<file path="config.mk">
export PLATFORM = sky130hd
export DESIGN_NAME = frame_streamer_flat
export DESIGN_NICKNAME = d
export VERILOG_FILES = /design/src/rtl/frame_streamer_if.sv /design/src/rtl/frame_streamer.sv /design/src/flat_wrapper.sv
export SDC_FILE = /design/constraint.sdc
export NUM_CORES = 1
export LEC_CHECK = 0
export CAP_MARGIN = 20
export CORE_UTILIZATION = 43
export CTS_BUF_LIST = sky130_fd_sc_hd__clkbuf_8
export CTS_CLUSTER_SIZE = 40
export DETAILED_ROUTE_END_ITERATION = 10
export PLACE_DENSITY_LB_ADDON = 0.3
export SYNTH_ARGS = -nofsm -noshare
export SYNTH_HDL_FRONTEND = slang
export SYNTH_SLANG_ARGS = --single-unit
</file>
<file path="constraint.sdc">
create_clock -name i_clk -period 7.13 [get_ports i_clk]
set_input_delay 1.0695 -clock i_clk [delete_from_list [all_inputs] [get_ports i_clk]]
set_output_delay 1.0695 -clock i_clk [all_outputs]
set_load 0.05 [all_outputs]
</file>
<file path="src/rtl/frame_streamer_if.sv">
// Output sample stream: valid/ready handshake carrying a sample and its frame markers.
interface frame_streamer_if #(
  parameter int DATA_W = 32
) ();
  logic [DATA_W-1:0] data;
  logic              valid;
  logic              ready;
  logic              first;
  logic              last;

  modport master (output data, output valid, output first, output last, input ready);
  modport slave  (input data, input valid, input first, input last, output ready);
endinterface

</file>
<file path="src/rtl/frame_streamer.sv">
// Frame sequencer: reads overlapping N-sample frames (stride HOP, wrap at L) from a
// fixed-latency circular source and streams them out through a credit-controlled skid FIFO.
//
// state | meaning
// IDLE  | waiting for start
// RUN   | issuing source reads while FIFO credit allows
// DRAIN | all reads issued, waiting for returns and FIFO to empty
// DONE  | one-cycle completion pulse
// FLUSH | aborted, waiting for any in-flight returns to be discarded
module frame_streamer #(
  parameter int DATA_W = 32,
  parameter int ADDR_W = 10,
  parameter int L      = 1000,
  parameter int N      = 256,
  parameter int HOP    = 64,
  parameter int RD_LAT = 1
) (
  input  logic                i_clk,
  input  logic                i_rst,
  input  logic                i_start,
  input  logic [15:0]         i_num_frames,
  input  logic                i_abort,
  output logic                o_src_en,
  output logic [ADDR_W-1:0]   o_src_addr,
  input  logic [DATA_W-1:0]   i_src_data,
  frame_streamer_if.master    m_if,
  output logic [15:0]         o_frame_idx,
  output logic                o_busy,
  output logic                o_done
);
  localparam int DEPTH  = RD_LAT + 2;
  localparam int PTR_W  = $clog2(DEPTH);
  localparam int CNT_W  = $clog2(DEPTH + 1);
  localparam int SAMP_W = $clog2(N + 1);

  localparam logic [2:0] S_IDLE  = 3'd0;
  localparam logic [2:0] S_RUN   = 3'd1;
  localparam logic [2:0] S_DRAIN = 3'd2;
  localparam logic [2:0] S_DONE  = 3'd3;
  localparam logic [2:0] S_FLUSH = 3'd4;

  logic [2:0]        r_state;
  logic [ADDR_W-1:0] r_base;
  logic [ADDR_W-1:0] r_addr;
  logic [SAMP_W-1:0] r_samp_left;
  logic [15:0]       r_frame_cnt;
  logic [15:0]       r_num_frames;
  logic [15:0]       r_frame_idx;

  logic [RD_LAT-1:0] r_pipe_vld;
  logic [RD_LAT-1:0] r_pipe_first;
  logic [RD_LAT-1:0] r_pipe_last;

  // FIFO entry layout: {last, first, data}
  logic [DATA_W+1:0] r_mem [DEPTH];
  logic [PTR_W-1:0]  r_wr_ptr;
  logic [PTR_W-1:0]  r_rd_ptr;
  logic [CNT_W-1:0]  r_count;

  logic [CNT_W-1:0]  w_inflight;
  logic [CNT_W:0]    w_occupancy;
  logic              w_start_act;
  logic              w_abort_act;
  logic              w_issue;
  logic              w_last_samp;
  logic              w_last_frame;
  logic              w_wr;
  logic              w_pop;
  logic              w_drained;
  logic [DATA_W+1:0] w_head;
  logic [ADDR_W:0]   w_base_sum;
  logic [ADDR_W:0]   w_addr_sum;
  logic [ADDR_W-1:0] w_base_nxt;
  logic [ADDR_W-1:0] w_addr_nxt;

  // Reads in flight = tags still travelling down the latency line.
  always_comb begin
    w_inflight = '0;
    for (int k = 0; k < RD_LAT; k++) begin
      w_inflight = w_inflight + CNT_W'(r_pipe_vld[k]);
    end
  end

  assign w_occupancy  = {1'b0, r_count} + {1'b0, w_inflight};
  assign w_start_act  = i_start && !i_abort && (r_state == S_IDLE);
  assign w_abort_act  = i_abort && ((r_state == S_RUN) || (r_state == S_DRAIN));
  assign w_issue      = (r_state == S_RUN) && (w_occupancy < (CNT_W+1)'(DEPTH));
  assign w_last_samp  = (r_samp_left == '0);
  assign w_last_frame = (r_num_frames != 16'd0) && (r_frame_cnt == r_num_frames - 16'd1);
  assign w_wr         = r_pipe_vld[RD_LAT-1] && !w_abort_act;
  assign w_head       = r_mem[r_rd_ptr];
  assign w_pop        = (r_count != '0) && m_if.ready && !w_abort_act;
  // Final pop may coincide with the DRAIN exit so done follows the last transfer directly.
  assign w_drained    = (w_inflight == '0) &&
                        ((r_count == '0) || ((r_count == CNT_W'(1)) && w_pop));

  // Modulo-L wrap by compare/subtract; operands are always below L so one subtract suffices.
  assign w_base_sum = {1'b0, r_base} + (ADDR_W+1)'(HOP);
  assign w_addr_sum = {1'b0, r_addr} + (ADDR_W+1)'(1);
  assign w_base_nxt = (w_base_sum >= (ADDR_W+1)'(L)) ? ADDR_W'(w_base_sum - (ADDR_W+1)'(L))
                                                      : ADDR_W'(w_base_sum);
  assign w_addr_nxt = (w_addr_sum >= (ADDR_W+1)'(L)) ? ADDR_W'(w_addr_sum - (ADDR_W+1)'(L))
                                                      : ADDR_W'(w_addr_sum);

  // Sequencer state, read address generation and output frame index.
  always_ff @(posedge i_clk) begin
    if (i_rst) begin
      r_state      <= S_IDLE;
      r_base       <= '0;
      r_addr       <= '0;
      r_samp_left  <= '0;
      r_frame_cnt  <= '0;
      r_num_frames <= '0;
      r_frame_idx  <= '0;
    end else begin
      case (r_state)
        S_IDLE: begin
          if (w_start_act) begin
            r_state      <= S_RUN;
            r_base       <= '0;
            r_addr       <= '0;
            r_samp_left  <= SAMP_W'(N - 1);
            r_frame_cnt  <= '0;
            r_num_frames <= i_num_frames;
          end
        end
        S_RUN: begin
          if (w_abort_act) begin
            r_state <= S_FLUSH;
          end else if (w_issue) begin
            if (w_last_samp) begin
              r_samp_left <= SAMP_W'(N - 1);
              r_frame_cnt <= r_frame_cnt + 16'd1;
              r_base      <= w_base_nxt;
              r_addr      <= w_base_nxt;
              if (w_last_frame) r_state <= S_DRAIN;
            end else begin
              r_samp_left <= r_samp_left - SAMP_W'(1);
              r_addr      <= w_addr_nxt;
            end
          end
        end
        S_DRAIN: begin
          if (w_abort_act)    r_state <= S_FLUSH;
          else if (w_drained) r_state <= S_DONE;
        end
        S_DONE:  r_state <= S_IDLE;
        S_FLUSH: if (w_inflight == '0) r_state <= S_IDLE;
        default: r_state <= S_IDLE;
      endcase
      if (w_start_act)                         r_frame_idx <= '0;
      else if (w_pop && w_head[DATA_W+1])      r_frame_idx <= r_frame_idx + 16'd1;
    end
  end

  // Latency line carrying first/last tags alongside each outstanding read.
  always_ff @(posedge i_clk) begin
    if (i_rst || w_abort_act) begin
      r_pipe_vld   <= '0;
      r_pipe_first <= '0;
      r_pipe_last  <= '0;
    end else begin
      r_pipe_vld[0]   <= w_issue;
      r_pipe_first[0] <= w_issue && (r_samp_left == SAMP_W'(N - 1));
      r_pipe_last[0]  <= w_issue && w_last_samp;
      for (int k = 1; k < RD_LAT; k++) begin
        r_pipe_vld[k]   <= r_pipe_vld[k-1];
        r_pipe_first[k] <= r_pipe_first[k-1];
        r_pipe_last[k]  <= r_pipe_last[k-1];
      end
    end
  end

  // FIFO pointers and occupancy; abort empties it in one cycle.
  always_ff @(posedge i_clk) begin
    if (i_rst || w_abort_act) begin
      r_wr_ptr <= '0;
      r_rd_ptr <= '0;
      r_count  <= '0;
    end else begin
      if (w_wr) r_wr_ptr <= (r_wr_ptr == PTR_W'(DEPTH - 1)) ? '0 : r_wr_ptr + PTR_W'(1);
      if (w_pop) r_rd_ptr <= (r_rd_ptr == PTR_W'(DEPTH - 1)) ? '0 : r_rd_ptr + PTR_W'(1);
      case ({w_wr, w_pop})
        2'b10:   r_count <= r_count + CNT_W'(1);
        2'b01:   r_count <= r_count - CNT_W'(1);
        default: r_count <= r_count;
      endcase
    end
  end

  // FIFO storage; contents need no reset because outputs are gated by occupancy.
  always_ff @(posedge i_clk) begin
    if (!i_rst && w_wr) begin
      r_mem[r_wr_ptr] <= {r_pipe_last[RD_LAT-1], r_pipe_first[RD_LAT-1], i_src_data};
    end
  end

  assign o_src_en    = w_issue;
  assign o_src_addr  = r_addr;
  assign m_if.valid  = (r_count != '0);
  assign m_if.data   = m_if.valid ? w_head[DATA_W-1:0] : '0;
  assign m_if.first  = m_if.valid && w_head[DATA_W];
  assign m_if.last   = m_if.valid && w_head[DATA_W+1];
  assign o_frame_idx = r_frame_idx;
  assign o_busy      = (r_state != S_IDLE);
  assign o_done      = (r_state == S_DONE);
endmodule

</file>
<file path="src/flat_wrapper.sv">
// flat-port wrapper written by rule: the top's interface ports become plain ports
module frame_streamer_flat 
#(
  parameter int DATA_W = 32,
  parameter int ADDR_W = 10,
  parameter int L      = 1000,
  parameter int N      = 256,
  parameter int HOP    = 64,
  parameter int RD_LAT = 1
)
  (i_clk, i_rst, i_start, i_num_frames, i_abort, o_src_en, o_src_addr, i_src_data, o_frame_idx, o_busy, o_done, m_if_data, m_if_valid, m_if_first, m_if_last, m_if_ready);
  frame_streamer_if #(.DATA_W(DATA_W)) m_if_i ();
  input  logic i_clk;
  input  logic i_rst;
  input  logic i_start;
  input  logic [15:0] i_num_frames;
  input  logic i_abort;
  output logic o_src_en;
  output logic [ADDR_W-1:0] o_src_addr;
  input  logic [DATA_W-1:0] i_src_data;
  output logic [15:0] o_frame_idx;
  output logic o_busy;
  output logic o_done;
  output wire logic [$bits(m_if_i.data)-1:0] m_if_data;
  output wire logic [$bits(m_if_i.valid)-1:0] m_if_valid;
  output wire logic [$bits(m_if_i.first)-1:0] m_if_first;
  output wire logic [$bits(m_if_i.last)-1:0] m_if_last;
  input wire logic [$bits(m_if_i.ready)-1:0] m_if_ready;
  assign m_if_data = m_if_i.data;
  assign m_if_valid = m_if_i.valid;
  assign m_if_first = m_if_i.first;
  assign m_if_last = m_if_i.last;
  assign m_if_i.ready = m_if_ready;
  frame_streamer #(.DATA_W(DATA_W), .ADDR_W(ADDR_W), .L(L), .N(N), .HOP(HOP), .RD_LAT(RD_LAT)) u_core (.i_clk(i_clk), .i_rst(i_rst), .i_start(i_start), .i_num_frames(i_num_frames), .i_abort(i_abort), .o_src_en(o_src_en), .o_src_addr(o_src_addr), .i_src_data(i_src_data), .m_if(m_if_i), .o_frame_idx(o_frame_idx), .o_busy(o_busy), .o_done(o_done));
endmodule
</file>
==> results.md, run 1 <==
- M1 WL: 9.34 mm
- Worst EP arrival: 2.84 ns
- Sequential power share: 37.9%
- Synth top cells by count: 137 x nor2_1, 102 x edfxtp_1, 88 x dfxtp_1, 87 x a21oi_1, 85 x nand2_1
- Routed wire per std cell: 15.2 µm
- Crit-path leading delay family: buffers and inverters
- Final worst path period need: 3.91 ns
- Mean number of vias per cell: 5.30
- Antenna viol nets, final: 0
- Placeable Area: 0.0204 mm²
- Initial DRT Pass Iterations: 6
- Top post-synthesis cells by area: edfxtp_1 34%, dfxtp_1 20%, nor2_1 5.7%
- Total GRT Usage: 18.4%
- Worst hold stages: 0
- Largest net degree at the start of global routing: 69
- Ys flop type: edfxtp_1
- FF-to-FF End: u_core.o_src_addr[8]$_SDFFE_PP0P_
- Residual DRC count: 0
- Number of hold buffers added after CTS: 0
- Hpwl dp: 13.5 mm
- Antenna diode count: 0
- Top sig layer: met4
- Global-route wire length before repair: 31.6 mm
- GRT overflow: 0
- Clock latency on the worst-skew pair: 0.47 ns
- Type of the worst min-delay path: reg -> reg
- Total number of vias: 6,801
- Reg-to-reg startpoint: u_core.r_pipe_vld$_SDFF_PP0_
- CP max stage cell: clkdlybuf4s50_1
- Final Hold Viols: 0
- Switching part of the total power: 41.9%
- Io pins: 117
- Initial antenna violation count: 0
- Synth-to-layout area growth: 20.1%
- Syn_nets: 974
- Die area: 0.0215 mm²
- Slew margin rel.: 33.3%
- Clock transition at path regs: 0.10 ns
- Hold EP: u_core.r_mem[1][32]$_DFFE_PP_
- Root Driver: clkbuf_8
- Met3 WL: 802 µm
- Final core utilization: 53.0%
- Share of cells above drive strength 1: 5.43%
- Synthesized cell area: 0.00899 mm²
- Most common cell in the synthesized netlist: nor2_1
- Syn Area/Cell: 9.94 µm²
- Crit Path Class: reg -> out
- PD cells: 321 mW/mm²
- Post-route clock skew: 0.0187 ns
- Slew Viols, Final: 0
- RSZ-0062 raised after global routing: false
- Synth Instances: 905
- CP required: 6.06 ns
- Fmax achieved: 256 MHz
- Setup TNS: 0 ns
- Pleak: 0.00359 µW
- Die extent in y: 147 µm
- Comb pwr share: 41.5%
- Synth unique cells: 65
- Post-synthesis sequential area ratio: 53.7%
- Period utilization: 54.8%
- Ys async rst share: 0%
- Crit end category: output port
- CTS tree: done
- Vias in the first global route: 6,274
- PortBufs: 116
- Worst-path cell chain: ha_1 > ha_1 > a211oi_1 > clkdlybuf4s50_1
- Initial Util: 44.2%
- # Max-Cap Violations: 0
- Post-synth EDFFs: 102
- Fin nets: 1,068
- Yosys reg bits: 190
- VDD IR max: 0.160 mV
- Final setup violating endpoints: 0
- DR WL met2: 8.97 mm
- Post_cts resized: 0
- Crit-path max cell delay: 0.89 ns
- # rows: 52
- Sink Count: 190
- WL final: 19.5 mm
- Worst Setup Start Kind: register
- CP Max Fanout: 9
- Clk pwr share: 20.6%
- TritonCTS Buffers: 17
- Sw power: 1450 µW
- Worst R2R Path Depth: 7
- YS warnings: 0
- CP most frequent cell: ha_1
- GPL Wtd Cong: 0.920
- Top-area cell type share of the netlist area: 34.1%
- DRT iter0 DRCs: 409
- Hold path start: u_core.r_pipe_first$_SDFF_PP0_
- Worst reg-to-reg setup slack: 3.98 ns
- Filler Cells Inserted: 1,856
- Yosys top cell by area: edfxtp_1
- H-Tree Depth: 4
- Internal: 2010 µW
- Clk buf depth: 2
- Worst-margin pin slew: 0.994 ns
- Outcome: finished clean
- Buf+Inv Stages, Crit Path: 1
- Setup Buffers After CTS: 0
- Die Span X: 147 µm
## final cells by class
type	instances	area, µm²	share of cell area (%)
Clock buffer	17	234	2.17
Inverter	22	82.6	0.765
Tap cell	270	338	3.13
Clock inverter	15	163	1.51
Sequential cell	190	4830	44.7
Multi-Input combinational cell	643	3900	36.1
Timing Repair Buffer	125	1250	11.6
## through the flow
stage | total power, µW | instances | worst slack, ns | hold slack, ns | cell area (µm²)
6_report | 3460 | 1282 | 3.22 | 0.473 | 10800
5_1_grt | 3650 | 1282 | 3.13 | 0.498 | 10800
4_1_cts | 3480 | 1280 | 2.81 | 0.477 | 10800
3_5_place_dp | 2770 | 1248 | 3.04 | 0.453 | 10400
3_3_place_gp | 2760 | 1248 | 3.16 | 0.434 | 10400
2_1_floorplan | 2350 | 905 | 2.71 | 0.421 | 8990
## metal layers
layer,vias up,track usage [%]
met5,-,0
met4,0,5.73
met3,29,2.97
met2,178,29.8
met1,3167,25.2
li1,3427,-
## registers in the layout, summed over array words and instances (netlist names), named ones only
| register | count |
|---|---|
| u_core.r_frame_cnt | 16 |
| u_core.r_samp_left | 9 |
| u_core.r_num_frames | 16 |
| u_core.r_wr_ptr | 2 |
| u_core.r_count | 2 |
| u_core.r_state | 3 |
| u_core.r_pipe_first | 1 |
| u_core.o_frame_idx | 16 |
| u_core.r_pipe_last | 1 |
| u_core.r_pipe_vld | 1 |
| u_core.r_rd_ptr | 2 |
| u_core.r_mem | 102 |
| u_core.r_base | 7 |
| u_core.o_src_addr | 10 |
## placed cells by master (no fill, tap or decap), types with 5 or more instances in the layout
cell               n
nor2_1           136
nor3_1            17
inv_8              7
a22oi_1            5
or3_1              9
xor2_1            29
a211oi_1           8
a21oi_1           87
inv_1             22
xnor2_1           32
buf_4              7
clkbuf_8          17
mux2i_1           42
nand3b_1           7
a311oi_1           5
ha_1              16
nand4_1           20
clkdlybuf4s50_1  116
nand2_1           85
edfxtp_1         102
dfxtp_1           86
o21ai_0           22
nor4_1             6
and4_1             6
nand2b_1           8
and3_1            14
nand3_1           24
## kinds of logic after synthesis
kind of cell    share of synthesized area (%)
compound gates                           11.5
fa+ha+maj                                2.34
xor+xnor                                 5.94
buf+inv                                  3.20
mux                                      4.80
flops                                    53.7
simple gates                             18.5
## worst reg2reg max path: stages (launching register included)
cell	delay, ns
dfxtp_1	0.60
ha_1	0.23
ha_1	0.26
a2111oi_2	0.74
nor2_1	0.37
nor2_1	0.47
a21boi_0	0.18
o31ai_1	0.22
## power groups by stage
stage / clock, µW / sequential, µW / combinational [µW]
after floorplan: 0 / 1290 / 1060
after global placement: 0 / 1360 / 1410
after detailed placement: 0 / 1360 / 1420
after CTS: 731 / 1330 / 1420
after global routing: 774 / 1320 / 1560
final: 713 / 1310 / 1440
## worst max-delay path by stage
stage | start | endpoint | cells past startpoint
CTS | register | m_if_last | 3
detailed placement | i_abort | u_core.r_frame_cnt[15]$_SDFFE_PP0P_ | 8
finish | u_core.r_pipe_vld$_SDFF_PP0_ | o_src_en | 4
global route | register | m_if_last | 4
global placement | i_abort | u_core.r_frame_cnt[15]$_SDFFE_PP0P_ | 8
floorplan | i_rst | u_core.r_mem[0][0]$_DFFE_PP_ | 4
(Power assumes the default switching activity.)
==> inputs of run 2 (changes only) <==
- clock period: 7.13 -> 3.8 ns (I/O delays scaled with it)
==> results.md, run 2 (same netlist as run 1, synthesis figures left out) <==
- Outcome: finished clean
- Worst Setup Start Kind: register
- Final setup violating endpoints: 0
- Type of the worst min-delay path: reg -> reg
- Reg-to-reg startpoint: u_core.r_base[6]$_SDFFE_PP0P_
- PortBufs: 116
- Max FFs per register: 102
- Antenna diode count: 0
- Worst-margin pin slew: 0.784 ns
- Crit Path Class: reg -> out
- WL final: 18.8 mm
- Worst reg-to-reg setup slack: 0.72 ns
- Fmax achieved: 293 MHz
- Most frequent cells in the layout: 136 x nor2_1, 116 x clkdlybuf4s50_1, 102 x edfxtp_1, 87 x a21oi_1, 86 x dfxtp_1
- Initial antenna violation count: 0
- Hpwl dp: 13.0 mm
- Worst-path cell chain: or3b_1 > a211oi_1 > clkdlybuf4s50_1
- GRT overflow: 0
- Total number of vias: 6,867
- Worst EP arrival: 2.85 ns
- Post-route clock skew: 0.0221 ns
- Global-route wire length before repair: 31.2 mm
- Initial DRT Pass Iterations: 5
- Sink Count: 190
- Final worst path period need: 3.42 ns
- H-Tree Depth: 4
- Stages on the worst setup path: 3
- # Max-Cap Violations: 0
- Final hold slack: 0.464 ns
- Top reg by flops: u_core.r_mem
- Largest net degree at the start of global routing: 43
- Slew margin rel.: 47.3%
- CP max stage cell: clkdlybuf4s50_1
- VDD IR max: 0.309 mV
- Critical Path Source: u_core.r_state[0]$_SDFFE_PP0P_
- Pleak: 0.00364 µW
- Number of hold buffers added after CTS: 0
- GPL Wtd Cong: 0.885
- Final Hold Viols: 0
- Share of cells above drive strength 1: 5.99%
- Total GRT Usage: 17.9%
- Vias in the first global route: 6,351
- Final core utilization: 53.3%
- PD cells: 604 mW/mm²
- Die Span X: 147 µm
- Residual DRC count: 0
- Synth-to-layout area growth: 20.8%
- Slew Viols, Final: 0
- CTS tree: done
- Fin nets: 1,074
- Routed wire per std cell: 14.6 µm
- Io pins: 117
- Most common cell after layout, fill and taps aside: nor2_1
- Worst R2R Path Depth: 9
- Mean number of vias per cell: 5.33
- Initial Util: 44.2%
- Die area: 0.0215 mm²
- Buf+Inv Stages, Crit Path: 1
- Clock latency on the worst-skew pair: 0.47 ns
- Crit-path leading delay family: buffers and inverters
- CP Max Fanout: 9
- Placeable Area: 0.0204 mm²
- Die extent in y: 147 µm
- Filler Cells Inserted: 1,855
- Crit-path max cell delay: 0.91 ns
- Period utilization: 89.9%
- Antenna viol nets, final: 0
- # rows: 52
- RSZ-0062 raised after global routing: false
- Post_cts resized: 0
- Setup crit end: o_src_en
- Clk buf depth: 2
- CP required: 3.23 ns
- Root Driver: clkbuf_8
- Pwr Total: 6560 µW
- DRT iter0 DRCs: 404
- TritonCTS Buffers: 17
- FF-to-FF End: u_core.o_src_addr[7]$_SDFFE_PP0P_
- Setup Buffers After CTS: 0
- Clock transition at path regs: 0.10 ns
- Crit end category: output port
-- run 2: layer usage --
metal	routed length (µm)	part of all wire [%]	up-vias	GRT usage (%)
li1	-	-	3443	-
met1	8680	46	3224	24.2
met2	8990	48	182	29.4
met3	918	4.9	18	3.19
met4	238	1.3	0	5.36
met5	0	0	-	0
-- run 2: where the power goes --
group | internal, µW | leakage (µW) | switching [µW]
clock network | 576 | 0.000219 | 825
registers | 2280 | 0.00163 | 162
logic | 959 | 0.00179 | 1750
-- run 2: worst min-delay path by stage --
stage / end / slack [ns] / cells after the start / startpoint
final: u_core.r_mem[0][33]$_DFFE_PP_ / 0.46 / 0 / u_core.r_pipe_last$_SDFF_PP0_
after floorplan: u_core.r_mem[0][32]$_DFFE_PP_ / 0.42 / 0 / u_core.r_pipe_first$_SDFF_PP0_
after CTS: u_core.r_mem[0][33]$_DFFE_PP_ / 0.46 / 0 / u_core.r_pipe_last$_SDFF_PP0_
after global routing: u_core.r_mem[2][33]$_DFFE_PP_ / 0.49 / 0 / u_core.r_pipe_last$_SDFF_PP0_
after global placement: u_core.r_mem[0][33]$_DFFE_PP_ / 0.43 / 0 / u_core.r_pipe_last$_SDFF_PP0_
after detailed placement: u_core.r_mem[0][33]$_DFFE_PP_ / 0.44 / 0 / u_core.r_pipe_last$_SDFF_PP0_
-- run 2: stage by stage --
| step | cells | setup WS [ns] | area [µm²] | TNS [ns] |
|---|---|---|---|---|
| finish | 1288 | 0.385 | 10900 | 0 |
| global route | 1288 | 0.244 | 10900 | 0 |
| CTS | 1288 | 0.406 | 10900 | 0 |
| detailed placement | 1256 | 0.750 | 10400 | 0 |
| global placement | 1256 | 0.841 | 10400 | 0 |
| floorplan | 905 | -0.123 | 8990 | -8.39 |
-- run 2: final cells by class --
| type | instances | area (µm²) | area share (%) |
|---|---|---|---|
| Timing Repair Buffer | 131 | 1270 | 11.7 |
| Tap cell | 270 | 338 | 3.11 |
| Clock buffer | 17 | 234 | 2.15 |
| Inverter | 22 | 82.6 | 0.760 |
| Clock inverter | 15 | 203 | 1.87 |
| Sequential cell | 190 | 4830 | 44.4 |
| Multi-Input combinational cell | 643 | 3900 | 35.9 |
==> inputs of run 3 (changes only) <==
- CORE_MARGIN: default -> 10
==> results.md, run 3 (same netlist as run 1, synthesis figures left out) <==
- Period utilization: 90.9%
- Sink Count: 190
- Worst Setup Start Kind: register
- Share of cells above drive strength 1: 5.99%
- Die Span X: 165 µm
- Clk buf depth: 2
- Root Driver: clkbuf_8
- Worst EP arrival: 2.88 ns
- Most common cell after layout, fill and taps aside: nor2_1
- Hpwl dp: 14.4 mm
- Outcome: finished clean
- WL final: 20.5 mm
- Mean number of vias per cell: 5.35
- Crit-path max cell delay: 0.91 ns
- Number of hold buffers added after CTS: 0
- # Max-Cap Violations: 0
- Final Hold Viols: 0
- Final hold slack: 0.468 ns
- Die extent in y: 165 µm
- H-Tree Depth: 4
- # rows: 52
- CTS tree: done
- Clock latency on the worst-skew pair: 0.47 ns
- Fin nets: 1,074
- Filler Cells Inserted: 1,870
- Initial antenna violation count: 1
- Top reg by flops: u_core.r_mem
- Worst-margin pin slew: 0.808 ns
- Initial DRT Pass Iterations: 5
- Pleak: 0.00363 µW
- Slew margin rel.: 45.7%
- Final worst path period need: 3.45 ns
- Post-route clock skew: 0.0202 ns
- Synth-to-layout area growth: 20.7%
- DRT iter0 DRCs: 432
- Crit-path leading delay family: buffers and inverters
- Total GRT Usage: 15.0%
- Total number of vias: 6,891
- Crit end category: output port
- Routed wire per std cell: 15.9 µm
- Post_cts resized: 0
- Largest net degree at the start of global routing: 41
- Pwr Total: 6580 µW
- CP Max Fanout: 9
- PD cells: 607 mW/mm²
- Final instance area: 0.0109 mm²
- Fmax achieved: 290 MHz
- Buf+Inv Stages, Crit Path: 1
- VDD IR max: 0.322 mV
- Most frequent cells in the layout: 136 x nor2_1, 116 x clkdlybuf4s50_1, 102 x edfxtp_1, 87 x a21oi_1, 86 x dfxtp_1
- Setup TNS: 0 ns
- Global-route wire length before repair: 33.1 mm
- Antenna viol nets, final: 0
- Type of the worst min-delay path: reg -> reg
- PortBufs: 116
- Worst-path cell chain: or3b_1 > a211oi_1 > clkdlybuf4s50_1
- CP required: 3.23 ns
- Vias in the first global route: 6,558
- GPL Wtd Cong: 0.890
- Multi-input gate area: 0.00390 mm²
- Residual DRC count: 0
- Clock transition at path regs: 0.11 ns
- Sequential standard cell area: 0.00483 mm²
- Setup Buffers After CTS: 0
- Final setup violating endpoints: 0
- Antenna diode count: 0
- RSZ-0062 raised after global routing: false
- Slew Viols, Final: 0
- Die area: 0.0271 mm²
- Io pins: 117
- Area post-placement: 0.0104 mm²
- CP max stage cell: clkdlybuf4s50_1
- TritonCTS Buffers: 17
- GRT overflow: 0
- Initial Util: 44.0%
- Crit Path Class: reg -> out
- Placeable Area: 0.0204 mm²
- Max FFs per register: 102
-- run 3: cell count changes in the layout (fill, tap and decap cells not counted), sizes merged --
cell	before	now
clkinv	6	4
inv	30	31
clkinvlp	0	1
-- run 3: power breakdown --
group / internal, µW / leakage (µW) / switching, µW
sequential: 2280 / 0.00163 / 184
combinational: 969 / 0.00179 / 1780
clock: 563 / 0.000207 / 809
-- run 3: stage by stage --
stage          setup slack [ns]  std cells  utilization [%]
2_1_floorplan            -0.123        905                -
4_1_cts                   0.344       1288             53.1
6_report                  0.347       1288             53.1
3_3_place_gp              0.861       1256             51.1
3_5_place_dp              0.777       1256             51.1
5_1_grt                   0.247       1288             53.1
-- run 3: metal layers --
metal,GRT usage [%],share of wire [%],vias to the layer above
li1,-,-,3438
met1,19.0,45,3220
met2,24.5,47,196
met3,3.39,5.9,35
met4,5.72,2.2,2
met5,0,0.088,-
-- run 3: layout make-up --
class / count / share of cell area [%]
Sequential cell: 190 / 44.5
Clock buffer: 17 / 2.16
Clock inverter: 15 / 1.67
Multi-Input combinational cell: 643 / 36.0
Tap cell: 270 / 3.11
Inverter: 22 / 0.761
Timing Repair Buffer: 131 / 11.9
-- run 3: final timing paths --
| kind | slack, ns | cells past startpoint | to | startpoint |
|---|---|---|---|---|
| max | 0.35 | 3 | o_src_en | u_core.r_state[0]$_SDFFE_PP0P_ |
| min | 0.47 | 0 | u_core.r_mem[1][32]$_DFFE_PP_ | u_core.r_pipe_first$_SDFF_PP0_ |
| max reg2reg | 0.75 | 9 | u_core.o_src_addr[7]$_SDFFE_PP0P_ | u_core.r_base[6]$_SDFFE_PP0P_ |
| min reg2reg | 0.47 | 0 | u_core.r_mem[1][32]$_DFFE_PP_ | u_core.r_pipe_first$_SDFF_PP0_ |
